## src/rtl/boot_loader.sv

```systemverilog
// Framed byte-stream program loader for the MIPS instruction memory.
// Holds the core in reset until a checksum-valid image is written.
module boot_loader #(
  parameter int MAX_WORDS = 256,
  parameter int AW        = 32
) (
  input  logic          clock,
  input  logic          reset,
  input  logic          rx_valid,
  input  logic [7:0]    rx_data,
  output logic          rx_ready,
  output logic          imem_wena,
  output logic [AW-1:0] imem_waddr,
  output logic [31:0]   imem_wdata,
  output logic          core_reset_n,
  output logic          done,
  output logic          error
);

  typedef enum logic [2:0] {
    S_IDLE,
    S_CNT_HI,
    S_CNT_LO,
    S_DATA,
    S_CSUM,
    S_DONE,
    S_ERR
  } state_e;

  localparam logic [7:0] HDR = 8'hA5;

  state_e          state_q, state_d;
  logic [7:0]      hi_q, hi_d;
  logic [15:0]     cnt_q, cnt_d;
  logic [15:0]     widx_q, widx_d;
  logic [1:0]      bidx_q, bidx_d;
  logic [23:0]     word_q, word_d;
  logic [7:0]      csum_q, csum_d;
  logic            wena_q, wena_d;
  logic [AW-1:0]   waddr_q, waddr_d;
  logic [31:0]     wdata_q, wdata_d;
  logic            crst_q, crst_d;
  logic            done_q, done_d;
  logic            err_q, err_d;
  logic            xfer;
  logic [15:0]     count_w;

  assign rx_ready     = (state_q != S_DONE);
  assign xfer         = rx_valid && rx_ready;
  assign count_w      = {hi_q, rx_data};
  assign imem_wena    = wena_q;
  assign imem_waddr   = waddr_q;
  assign imem_wdata   = wdata_q;
  assign core_reset_n = crst_q;
  assign done         = done_q;
  assign error        = err_q;

  always_comb begin
    state_d = state_q;
    hi_d    = hi_q;
    cnt_d   = cnt_q;
    widx_d  = widx_q;
    bidx_d  = bidx_q;
    word_d  = word_q;
    csum_d  = csum_q;
    wena_d  = 1'b0;
    waddr_d = waddr_q;
    wdata_d = wdata_q;
    crst_d  = crst_q;
    done_d  = done_q;
    err_d   = err_q;
    if (xfer) begin
      unique case (state_q)
        S_IDLE: begin
          if (rx_data == HDR) state_d = S_CNT_HI;
        end
        S_CNT_HI: begin
          hi_d    = rx_data;
          state_d = S_CNT_LO;
        end
        S_CNT_LO: begin
          cnt_d  = count_w;
          widx_d = '0;
          bidx_d = '0;
          csum_d = '0;
          if (count_w == 16'd0) begin
            state_d = S_CSUM;
          end else if (count_w > 16'(MAX_WORDS)) begin
            state_d = S_ERR;
            err_d   = 1'b1;
          end else begin
            state_d = S_DATA;
          end
        end
        S_DATA: begin
          word_d = {word_q[15:0], rx_data};
          csum_d = csum_q ^ rx_data;
          bidx_d = bidx_q + 2'd1;
          // 4th byte completes the word; strobe it next cycle
          if (bidx_q == 2'd3) begin
            wena_d  = 1'b1;
            wdata_d = {word_q, rx_data};
            waddr_d = AW'(widx_q);
            widx_d  = widx_q + 16'd1;
            if (widx_q + 16'd1 == cnt_q) state_d = S_CSUM;
          end
        end
        S_CSUM: begin
          if (rx_data == csum_q) begin
            state_d = S_DONE;
            crst_d  = 1'b1;
            done_d  = 1'b1;
          end else begin
            state_d = S_ERR;
            err_d   = 1'b1;
          end
        end
        S_DONE: begin
          state_d = S_DONE;
        end
        S_ERR: begin
          if (rx_data == HDR) begin
            state_d = S_CNT_HI;
            err_d   = 1'b0;
          end
        end
        default: state_d = S_IDLE;
      endcase
    end
  end

  always_ff @(posedge clock or negedge reset) begin
    if (!reset) begin
      state_q <= S_IDLE;
      hi_q    <= '0;
      cnt_q   <= '0;
      widx_q  <= '0;
      bidx_q  <= '0;
      word_q  <= '0;
      csum_q  <= '0;
      wena_q  <= 1'b0;
      waddr_q <= '0;
      wdata_q <= '0;
      crst_q  <= 1'b0;
      done_q  <= 1'b0;
      err_q   <= 1'b0;
    end else begin
      state_q <= state_d;
      hi_q    <= hi_d;
      cnt_q   <= cnt_d;
      widx_q  <= widx_d;
      bidx_q  <= bidx_d;
      word_q  <= word_d;
      csum_q  <= csum_d;
      wena_q  <= wena_d;
      waddr_q <= waddr_d;
      wdata_q <= wdata_d;
      crst_q  <= crst_d;
      done_q  <= done_d;
      err_q   <= err_d;
    end
  end

endmodule
```

## config.mk

```make
export PLATFORM = sky130hd
export DESIGN_NAME = boot_loader
export DESIGN_NICKNAME = d
export VERILOG_FILES = /design/src/rtl/boot_loader.sv
export SDC_FILE = /design/constraint.sdc
export NUM_CORES = 1
export LEC_CHECK = 0
export CAP_MARGIN = 20
export CORE_ASPECT_RATIO = 0.8
export CORE_MARGIN = 2
export CORE_UTILIZATION = 50
export CTS_CLUSTER_SIZE = 20
export DETAILED_ROUTE_END_ITERATION = 8
export GPL_ROUTABILITY_DRIVEN = 0
export PLACE_DENSITY = 0.73
export SYNTH_ARGS = -nofsm -noshare
export SYNTH_HDL_FRONTEND = slang
export SYNTH_SLANG_ARGS = --single-unit
```

## constraint.sdc

```tcl
create_clock -name clock -period 2.6 [get_ports clock]
set_input_delay 0.52 -clock clock [delete_from_list [all_inputs] [get_ports clock]]
set_output_delay 0.52 -clock clock [all_outputs]
set_load 0.01 [all_outputs]
```

After elaboration in Yosys (flattened, before gate mapping)
Index checks and enable logic that the tools add are counted.
- register bits after elaboration: 128
- latch bits: 0
- memory bits (writable): 0
- memory bits (read-only): 0
- bits of input ports: 11
- output and inout bits: 69
- memories: 0
- add/sub/neg operators: 2
- $mul: 0
- div/mod/pow operators: 0
- magnitude comparators: 1
- eq/ne operators: 18
- shifts and indexed selects: 0
- multiplexer cells: 19
- bitwise logic cells: 1
- reduce and logical (&&, ||, !) cells: 15
- operator list (kind ; number):
    16-bit case mux with 2 select lines ; 1
    3-bit case mux with 6 select lines ; 1
    16-bit by 1-bit adder with 16-bit output, second input constant ; 1
    16-bit equality test ; 1
    16-bit by 9-bit greater-than comparator with 1-bit output, second input constant ; 1
    16-bit zero test ; 1
    16-bit two-way mux ; 1
    8-bit case mux with 2 select lines ; 1
    3-bit two-way mux ; 5
    2-bit inequality test, second input constant ; 6
    3-bit equality test, second input constant ; 3
    3-bit AND reduction ; 3
    8-bit equality test ; 1
    8-bit equality test, second input constant ; 1
    2-bit AND reduction ; 4
    8-bit XOR ; 1
    1-bit two-way mux ; 7
    3-bit by 2-bit equality test with 1-bit output, second input constant ; 2
    6-bit AND reduction ; 1
    2-bit case mux with 2 select lines ; 1
    4-bit AND reduction ; 1
    3-bit by 1-bit equality test with 1-bit output, second input constant ; 1
    3-bit zero test ; 1
    3-bit inequality test, second input constant ; 1
    9 further kinds ; 9

Logic depth before layout (Yosys ltp)
Gate-level depths: netlist of the first run.
- depth after elaboration: 5
- mapped depth: 9

Worst setup path before layout of the first run
OpenSTA, ideal clock, no wires.
- path type: reg2reg
- start: register widx_q[0]
- end: register state_q[2]
- library setup time: 66 ps
- data arrival time: 2113 ps
- required time: 2534 ps
- slack: 421 ps
- stages on the path, launching flop included: 9
- buffers on the path: 1
- clock period less this slack: 2179 ps
- path through: dfrtp_1 > ha_1 > clkbuf_2 > nand3_2 > nor4_1 > xnor2_1 > o311ai_1 > nor4_2 > a31o_1
- cells in the longest elaborated chain, start to end: 4
- RTL lines (element ; line ; RTL):
    start, declared ; 35 ; logic [15:0] widx_q, widx_d;
    start signal, assigned ; 151 ; widx_q <= widx_d;
    16-bit by 1-bit adder with 16-bit output ; 105 ; if (widx_q + 16'd1 == cnt_q) state_d = S_CSUM;
    16-bit equality test ; 105 ;
    2-bit inequality test (no source line) ; n/a ;
    4-bit AND reduction (no source line) ; n/a ;
    end signal, assigned ; 148 ; state_q <= state_d;
    end, declared ; 32 ; state_e state_q, state_d;
No other way between the ends.
A chain may end at the register's enable or synchronous reset.

Worst setup path after layout of the first run
- start: register widx_q[2]
- end: register state_q[2]
Same word-level chain as after synthesis.

==> results of run 1 <==
[report_power, final]
group | switching [mW] | internal [mW] | total (mW)
Combinational | 1.09 | 1.04 | 2.13
Clock | 0.815 | 1.38 | 2.19
Sequential | 0.510 | 2.60 | 3.11
Total | 2.41 | 5.02 | 7.43
[registers in the layout, summed over array words and instances (netlist names)]
| name | cells |
|---|---|
| widx_q | 16 |
| csum_q | 8 |
| word_q | 24 |
| imem_wena | 1 |
| cnt_q | 16 |
| bidx_q | 2 |
| done | 1 |
| error | 1 |
| hi_q | 8 |
| state_q | 3 |
| imem_waddr | 16 |
| imem_wdata | 32 |
[layer usage]
metal | wire length, um | GRT usage [%] | share of wire (%)
met3 | 867 | 4.670 | 6.0
met5 | 0 | 0 | 0
met2 | 6624 | 36.19 | 46
met1 | 6662 | 33.88 | 46
met4 | 276 | 9.298 | 1.9
[layout make-up]
class                   instances  area [sq um]
inverters                       3         11.26
well taps                     148         185.2
clock buffers                  25         485.5
clock inverters                 6         57.56
fillers                       957          4272
flip-flops and latches        128          3203
multi-input cells             495          2592
repair buffers                 94         885.9
[metrics by stage]
stage | hold WS (ns) | area, sq um
3_3_place_gp | 0.4531 | 6863
5_1_grt | 0.1387 | 7421
3_5_place_dp | 0.4518 | 6863
6_report | 0.1068 | 7421
2_1_floorplan | 0.2244 | 6120
4_1_cts | 0.1144 | 7406
[cells by family after synthesis]
family | after synthesis | synth area share (%)
and+or+nand+nor | 326 | 22.84
AOI/OAI and AO/OA | 99 | 9.947
muxes | 25 | 4.622
xor gates and xnor gates | 27 | 3.900
adders and majority gates | 2 | 0.4126
DFF | 128 | 52.83
buffers and inverters | 63 | 5.386
other | 1 | 0.06185
[layout by cell type (no fill, tap or decap), drive strengths merged, types with 9 or more instances in the layout]
| master | synthesis | routed |
|---|---|---|
| nand2 | 249 | 249 |
| nor2 | 22 | 22 |
| clkbuf | 25 | 25 |
| clkdlybuf4s50 | 0 | 62 |
| mux2 | 24 | 24 |
| o21ai | 51 | 51 |
| dfrtp | 128 | 128 |
| nor4 | 9 | 9 |
| xnor2 | 17 | 17 |
| a21oi | 10 | 10 |
| conb | 1 | 16 |
| xor2 | 10 | 10 |
| buf | 35 | 32 |
[final timing paths]
check | slack, ns | end | start | depth (start not counted)
max in group asynchronous | 1.83 | widx_q[10] | reset | 2
worst min register to register | 0.46 | imem_wdata[24] | word_q[16] | 2
worst max register to register | 0.16 | state_q[2] | widx_q[2] | 8
worst max-delay path | 0.16 | state_q[2] | widx_q[2] | 8
min in group clock | 0.46 | imem_wdata[24] | word_q[16] | 2
worst min-delay path | 0.11 | word_q[1] | reset | 1
[critical path, stage by stage (launching register included)]
cell	delay (ns)
dfrtp_1	0.54
nand3_2	0.26
or3_1	0.44
and4b_1	0.20
a311oi_1	0.29
buf_4	0.19
nor4_2	0.05
buf_4	0.16
a31o_1	0.19
==> flow_summary_export.csv, run 1 <==
group,metric,value,unit
drt,routed_via_density,5.585,
yosys,syn_avg_cell_area,9.036,sq um
clocking,cts.clk_slew.worst_paths,0.06,ns
clocking,clock-sinks,128,
timing,slew_headroom,53.05,%
yosys,synthMostInstantiatedCell,"nand2_1",
clocking,clock_latency,0.41,ns
floorplanning,die_h,102.5,um
clocking,holdBufCountCts,0,
setup_path,cp-end-kind,"flip-flop",
floorplanning,fp.dieW,127.1,um
global_route,grt_usage,23.67,%
clocking,cts_buffer_depth,2,
global_route,grt_pass1_wl,24.21,mm
final_layout,fin_util,63.47,%
global_route,overflow,0,
yosys,ys_warn_count,0,
power,ir_worst_vdd,0.0005238,V
setup_path,worst_ep_required_time,2.90,ns
drt,vias,5021,
setup_path,crit_arrival,2.74,ns
timing,worst_slew_pin_slew,0.7042,ns
final_layout,areaGrowthSynthToFinish,22.39,%
yosys,seq_area_frac_synth,52.83,%
place,place_inst,866,
final_layout,fin_cells,899,
drt,ant_nets,0,
yosys,synth_cell_type_count,54,
clocking,root_buffer,"clkbuf_16",
drt,wl_per_cell,16.05,um
timing,clock_skew,0.003678,ns
yosys,synth_cells,671,
floorplanning,start_util,51.86,%
clocking,cts_made_buffers,17,
run_status,run_status,"finished clean",
timing,fmax,409.5,MHz
floorplanning,fp.dieArea,0.01303,sq mm
flow_run,drv_cap,0,
yosys,ys_top_cells_by_area,"dfrtp_1 (53%), nand2_1 (15%), mux2_2 (4.5%), o21ai_0 (4.2%), xnor2_1 (2.5%)",
final_layout,drive_above_1_share,11.85,%
drt,drc_errors,0,
timing,final.setup.worst_slack,0.1578,ns
floorplanning,num_rows,35,
timing,finalCriticalPeriod,2.442,ns
setup_path,criticalPathCategory,"flip-flop to flip-flop",
min_path,min_path_type,"input pin to asynchronous set/reset pin",
global_route,grt_start_max_net_pins,66,
yosys,ys_top_cells_by_count,"nand2_1 (249), dfrtp_1 (128), o21ai_0 (51), clkbuf_1 (24), mux2_2 (24)",
final_layout,diodes,0,
timing,setup_viol,0,
yosys,synth_seq_cells,128,
clocking,h-tree-depth,4,
floorplanning,ioPinCount,80,
setup_path,cp_max_fo,10,
final_layout,nets,752,
drt,wirelength,14.43,mm
timing,finalSetupTns,0,ns
floorplanning,core,0.01169,sq mm
setup_path,crit_path_start_kind,"flip-flop",
power,leakagePower,3.537,nW
global_route,antenna_found_initial,0,
clocking,cts_resized,0,
clocking,cts_tree,"built",
yosys,yosysTopAreaCell,"dfrtp_1",
timing,final-hold-violation-count,0,
timing,maxSlewViolCount,0,
drt,dr.pass1.iters,5,
place,preCtsSetupSlack,-0.06162,ns
power,powerDensity,1001,mW/mm^2
drt,dr.first_iter.drc_count,395,
timing,rsz0062_at_grt,"no",
yosys,syn_area,0.006063,sq mm
global_route,grt_pass1_vias,4846,
yosys,synth_edf_count,0,
yosys,async_flop_share,100.0,%
place,portBuffers,63,
yosys,synth-main-ff-cell,"dfrtp_1",
timing,fin_crit_sh,93.93,%
power,power.total,7.431,mW
place,dp_hpwl,9.688,mm
clocking,post_cts_buffers,0,
yosys,yosysTopAreaCellShare,52.83,%
Power figures use the tool's default switching activity.
==> run 2: changes to the inputs <==
- HOLD_SLACK_MARGIN: not set -> 0.15
==> run 2 against run 1 <==
Register-to-register slack about the same. Sequential power about the same. Flip-flop and latch count unchanged. Critical endpoint unchanged. Largest power group unchanged. Highest routed layer unchanged.
==> flow_summary_export.csv, run 2 (synthesis gave the netlist of run 1 again) <==
group,metric,value,unit
timing,maxSlewViolCount,0,
drt,vias,5017,
drt,wl_per_cell,16.01,um
clocking,cts_tree,"built",
floorplanning,ioPinCount,80,
global_route,grt_start_max_net_pins,66,
min_path,holdCritStartpoint,"word_q[16]",
floorplanning,fp.dieW,127.1,um
timing,clock_skew,0.004423,ns
clocking,clock_latency,0.41,ns
global_route,antenna_found_initial,0,
final_layout,nets,753,
clocking,cts_resized,0,
timing,final-hold-violation-count,0,
final_layout,largest_register_ffs,32,
power,power.total,7.431,mW
min_path,min_path_cells,2,
clocking,cts_made_buffers,17,
timing,fin_crit_sh,93.46,%
floorplanning,die_h,102.5,um
setup_path,cp_max_fo,10,
clocking,cts.clk_slew.worst_paths,0.05,ns
floorplanning,start_util,51.86,%
timing,slew_headroom,52.61,%
timing,rsz0062_at_grt,"no",
power,powerDensity,1000,mW/mm^2
setup_path,reg2regPathDepth,8,
place,portBuffers,63,
clocking,cts_buffer_depth,2,
drt,drc_errors,0,
final_layout,layout_commonest_cell,"nand2_1",
timing,finalSetupTns,0,ns
global_route,overflow,0,
drt,routed_via_density,5.574,
timing,setup_viol,0,
clocking,clock-sinks,128,
place,dp_hpwl,9.688,mm
drt,wirelength,14.41,mm
final_layout,fin_cells,900,
timing,finalCriticalPeriod,2.430,ns
floorplanning,num_rows,35,
final_layout,diodes,0,
floorplanning,fp.dieArea,0.01303,sq mm
flow_run,drv_cap,0,
power,pwr-share-comb,28.7,%
power,swShare,32.45,%
power,leakagePower,3.541,nW
clocking,root_buffer,"clkbuf_16",
final_layout,fin_util,63.55,%
setup_path,crit_arrival,2.73,ns
final_layout,layout_common_cells,"nand2_1 (248), dfrtp_1 (128), clkdlybuf4s50_1 (62), o21ai_0 (51), buf_4 (30)",
setup_path,crit_start,"widx_q[2]",
clocking,h-tree-depth,4,
setup_path,timing.rr.start,"widx_q[2]",
place,place_inst,866,
global_route,grt_pass1_wl,24.22,mm
drt,dr.pass1.iters,5,
timing,fmax,411.5,MHz
global_route,grt_usage,23.68,%
setup_path,criticalPathCategory,"flip-flop to flip-flop",
floorplanning,core,0.01169,sq mm
power,power_frac_clock,29.4,%
setup_path,crit_path_start_kind,"flip-flop",
power,power.internal,5.020,mW
power,power_switching,2.412,mW
run_status,run_status,"finished clean",
setup_path,worst_ep_required_time,2.90,ns
global_route,grt_pass1_vias,4848,
timing,worst_slew_pin_slew,0.7109,ns
final_layout,drive_above_1_share,11.84,%
min_path,min_path_type,"flip-flop to flip-flop",
final_layout,areaGrowthSynthToFinish,22.55,%
drt,dr.first_iter.drc_count,432,
power,ir_worst_vdd,0.0005206,V
drt,ant_nets,0,
power,pwr-share-seq,41.8,%
setup_path,cp-end-kind,"flip-flop",
-- run 2: what timing repair did --
| action | CTS | global route |
|---|---|---|
| hold buffers | 1 | 0 |
| hold endpoints to repair | 39 | 0 |
| buffers inserted | 0 | 1 |
| endpoints found under the setup margin | 0 | 2 |
-- run 2: critical path, stage by stage (launching register included) --
cell	delay, ns
dfrtp_1	0.54
nand3_2	0.26
or3_1	0.44
and4b_1	0.19
a311oi_1	0.29
buf_4	0.19
nor4_2	0.05
buf_4	0.16
a31o_1	0.19
-- run 2: per-layer routing --
metal	part of all wire [%]	vias to the layer above	GRT usage, %
met5	0	-	0
met4	1.9	0	9.298
met3	5.8	32	4.670
met2	46	193	36.19
met1	46	2438	33.92
li1	-	2354	-
-- run 2: power groups by stage --
stage | Sequential, mW | Clock, mW | Combinational, mW
floorplan | 3.03 | 0 | 1.35
global placement | 3.10 | 0 | 2.00
detailed placement | 3.12 | 0 | 2.09
CTS | 3.10 | 2.22 | 2.13
global route | 3.19 | 2.31 | 2.36
finish | 3.11 | 2.19 | 2.13
-- run 2: worst paths after layout --
kind                             endpoint  slack (ns)
max reg2reg                    state_q[2]        0.17
min                        imem_wdata[24]        0.46
min in group asynchronous       word_q[1]        0.66
min reg2reg                imem_wdata[24]        0.46
max in group asynchronous  imem_waddr[12]        1.28
max                            state_q[2]        0.17
-- run 2: metrics by stage --
stage	hold WS, ns	area (sq um)	worst slack, ns
finish	0.4620	7431	0.1699
CTS	0.4659	7416	0.1122
global route	0.4965	7431	0.03883
detailed placement	0.4518	6863	-0.06162
floorplan	0.2244	6120	0.4209
global placement	0.4531	6863	0.01969
-- run 2: final cells by class --
cell class	instances	area, sq um
clock buffers	25	485.5
multi-input cells	495	2592
well taps	148	185.2
repair buffers	95	895.9
fillers	956	4262
clock inverters	6	57.56
flip-flops and latches	128	3203
inverters	3	11.26
==> run 3: changes to the inputs <==
- CORE_ASPECT_RATIO: 0.8 -> 1.2
==> run 3 against run 2 <==
Utilization shrank 0.60 points. Routed wire length decreased by 0.61%. Final cell count up 1.1%. Global-route usage fell by 0.97 points. Setup slack improved by 0.0091 ns. Worst hold slack better by 0.010 ns. Count of clock-buffer cells in the layout down 6. Sequential share of layout area decreased by 0.50 points. Flip-flop and latch count is the same. Critical path type unchanged. Highest routed layer unchanged.
==> flow_summary_export.csv, run 3 (synthesis gave the netlist of run 1 again) <==
group,metric,value,unit
setup_path,endpoint,"state_q[2]",
drt,vias,4950,
floorplanning,core,0.01195,sq mm
final_layout,fin_cells,910,
setup_path,crit_arrival,2.76,ns
floorplanning,start_util,50.75,%
run_status,run_status,"finished clean",
setup_path,path_cells,"ha_1 > nand3_2 > nor4_1 > buf_4 > xnor2_1 > o311ai_1 > nor4_2 > a31o_1",
clocking,root_buffer,"clkbuf_16",
setup_path,timing.rr.start,"widx_q[0]",
global_route,grt_pass1_wl,23.88,mm
setup_path,path_delay_family,"simple AND/OR/NAND/NOR gates",
global_route,grt_start_max_net_pins,66,
place,place_inst,876,
clocking,clock-sinks,128,
place,placedInstanceArea,0.006857,sq mm
min_path,min_path_type,"flip-flop to flip-flop",
drt,drc_errors,0,
setup_path,cp_max_fo,6,
clocking,clock_latency,0.41,ns
global_route,overflow,0,
timing,maxSlewViolCount,0,
power,powerDensity,1027,mW/mm^2
timing,worst_slew_pin_slew,1.126,ns
place,portBuffers,63,
drt,dr.pass1.iters,5,
global_route,antenna_found_initial,0,
clocking,cts_buffer_depth,2,
timing,final-hold-violation-count,0,
floorplanning,num_rows,44,
floorplanning,die_h,124.6,um
floorplanning,fp.dieW,104.5,um
drt,ant_nets,0,
timing,slew_headroom,24.63,%
setup_path,cp_slowest_cell,"dfrtp_1",
setup_path,crit_path_start_kind,"flip-flop",
place,dp_hpwl,9.366,mm
final_layout,areaGrowthSynthToFinish,24.04,%
timing,finalSetupTns,0,ns
final_layout,drive_above_1_share,12.42,%
final_layout,largest_register_ffs,32,
global_route,grt_pass1_vias,4928,
floorplanning,ioPinCount,80,
min_path,holdCritStartpoint,"imem_wdata[17]",
drt,dr.first_iter.drc_count,277,
final_layout,diodes,0,
setup_path,crit_start,"widx_q[0]",
drt,routed_via_density,5.440,
timing,rsz0062_at_grt,"no",
final_layout,finalInstanceArea,0.007521,sq mm
clocking,h-tree-depth,4,
setup_path,cp-end-kind,"flip-flop",
power,leakagePower,3.553,nW
timing,setup_viol,0,
clocking,cts_tree,"built",
global_route,grt_usage,22.71,%
clocking,cts_made_buffers,17,
setup_path,critPathBufInv,1,
setup_path,criticalPathCategory,"flip-flop to flip-flop",
setup_path,max_stage_delay,0.49,ns
final_layout,layout_commonest_cell,"nand2_1",
flow_run,drv_cap,0,
floorplanning,fp.dieArea,0.01303,sq mm
setup_path,cp_num_cells,8,
final_layout,layout_common_cells,"nand2_1 (248), dfrtp_1 (127), clkdlybuf4s50_1 (62), o21ai_0 (51), buf_4 (26)",
drt,wl_per_cell,15.74,um
timing,finalCriticalPeriod,2.421,ns
timing,clock_skew,0.007637,ns
setup_path,r2r-end,"state_q[2]",
final_layout,nets,749,
clocking,cts.clk_slew.worst_paths,0.06,ns
setup_path,reg2reg_slack,0.18,ns
setup_path,reg2regPathDepth,8,
timing,fin_crit_sh,93.12,%
power,ir_worst_vdd,0.0005216,V
timing,fmax,413.0,MHz
final_layout,fillers,985,
drt,wirelength,14.32,mm
setup_path,worst_ep_required_time,2.94,ns
-- run 3: changes by cell type in the layout (fill, tap and decap cells not counted), moves of 2 or more --
cell | previous run | this run
buf_4 | 30 | 26
bufinv_16 | 1 | 4
clkbuf_1 | 5 | 0
clkinv_2 | 4 | 2
clkinv_4 | 0 | 3
clkinvlp_4 | 1 | 4
-- run 3: cell type report --
| cell class | instances | area [sq um] | share of cell area (%) |
|---|---|---|---|
| multi-input cells | 495 | 2599 | 34.55 |
| inverters | 3 | 11.26 | 0.1497 |
| repair buffers | 91 | 865.8 | 11.51 |
| clock buffers | 19 | 452.9 | 6.022 |
| well taps | 161 | 201.4 | 2.678 |
| flip-flops and latches | 128 | 3204 | 42.61 |
| clock inverters | 13 | 186.4 | 2.479 |
-- run 3: through the flow --
stage	setup WS (ns)	hold WS [ns]	utilization, %	total power, mW
after global routing	0.02854	0.4946	62.96	8.130
after global placement	0.08362	0.4530	57.39	5.069
after floorplan	0.4209	0.2244	-	4.380
final	0.1790	0.4721	62.96	7.723
after detailed placement	-0.01117	0.4612	57.39	5.176
after CTS	0.1510	0.4749	62.83	7.749
-- run 3: worst min-delay path by stage --
stage                           to  cells past startpoint
floorplan                bidx_q[0]                      0
global placement    imem_wdata[31]                      2
detailed placement   imem_waddr[8]                      2
CTS                  imem_waddr[8]                      2
global route        imem_wdata[25]                      2
finish              imem_wdata[17]                      2
-- run 3: power by group --
part	switching, mW	internal (mW)
Combinational	1.08	1.03
Sequential	0.485	2.60
Clock	0.879	1.65
-- run 3: per-layer routing --
metal / track usage [%] / part of all wire [%] / vias up / wire length [um]
met5: 0 / 0 / - / 0
met4: 8.506 / 2.1 / 0 / 305
met3: 5.233 / 6.0 / 31 / 853
met2: 36.72 / 48 / 188 / 6911
met1: 29.92 / 44 / 2390 / 6249
li1: - / - / 2341 / -
-- run 3: tightest hold or removal path, stage by stage, from the launching register on --
cell and delay [ns]:
dfrtp_1 0.34, nand2_1 0.05, nand2_1 0.05
-- run 3: repair_timing --
| action | 4_1_cts | 5_1_grt |
|---|---|---|
| hold buffers | 1 | 0 |
| endpoints found under the setup margin | 0 | 3 |
| endpoints found under the hold margin | 36 | 0 |
| resized for setup | 0 | 2 |
| buffers inserted | 0 | 1 |
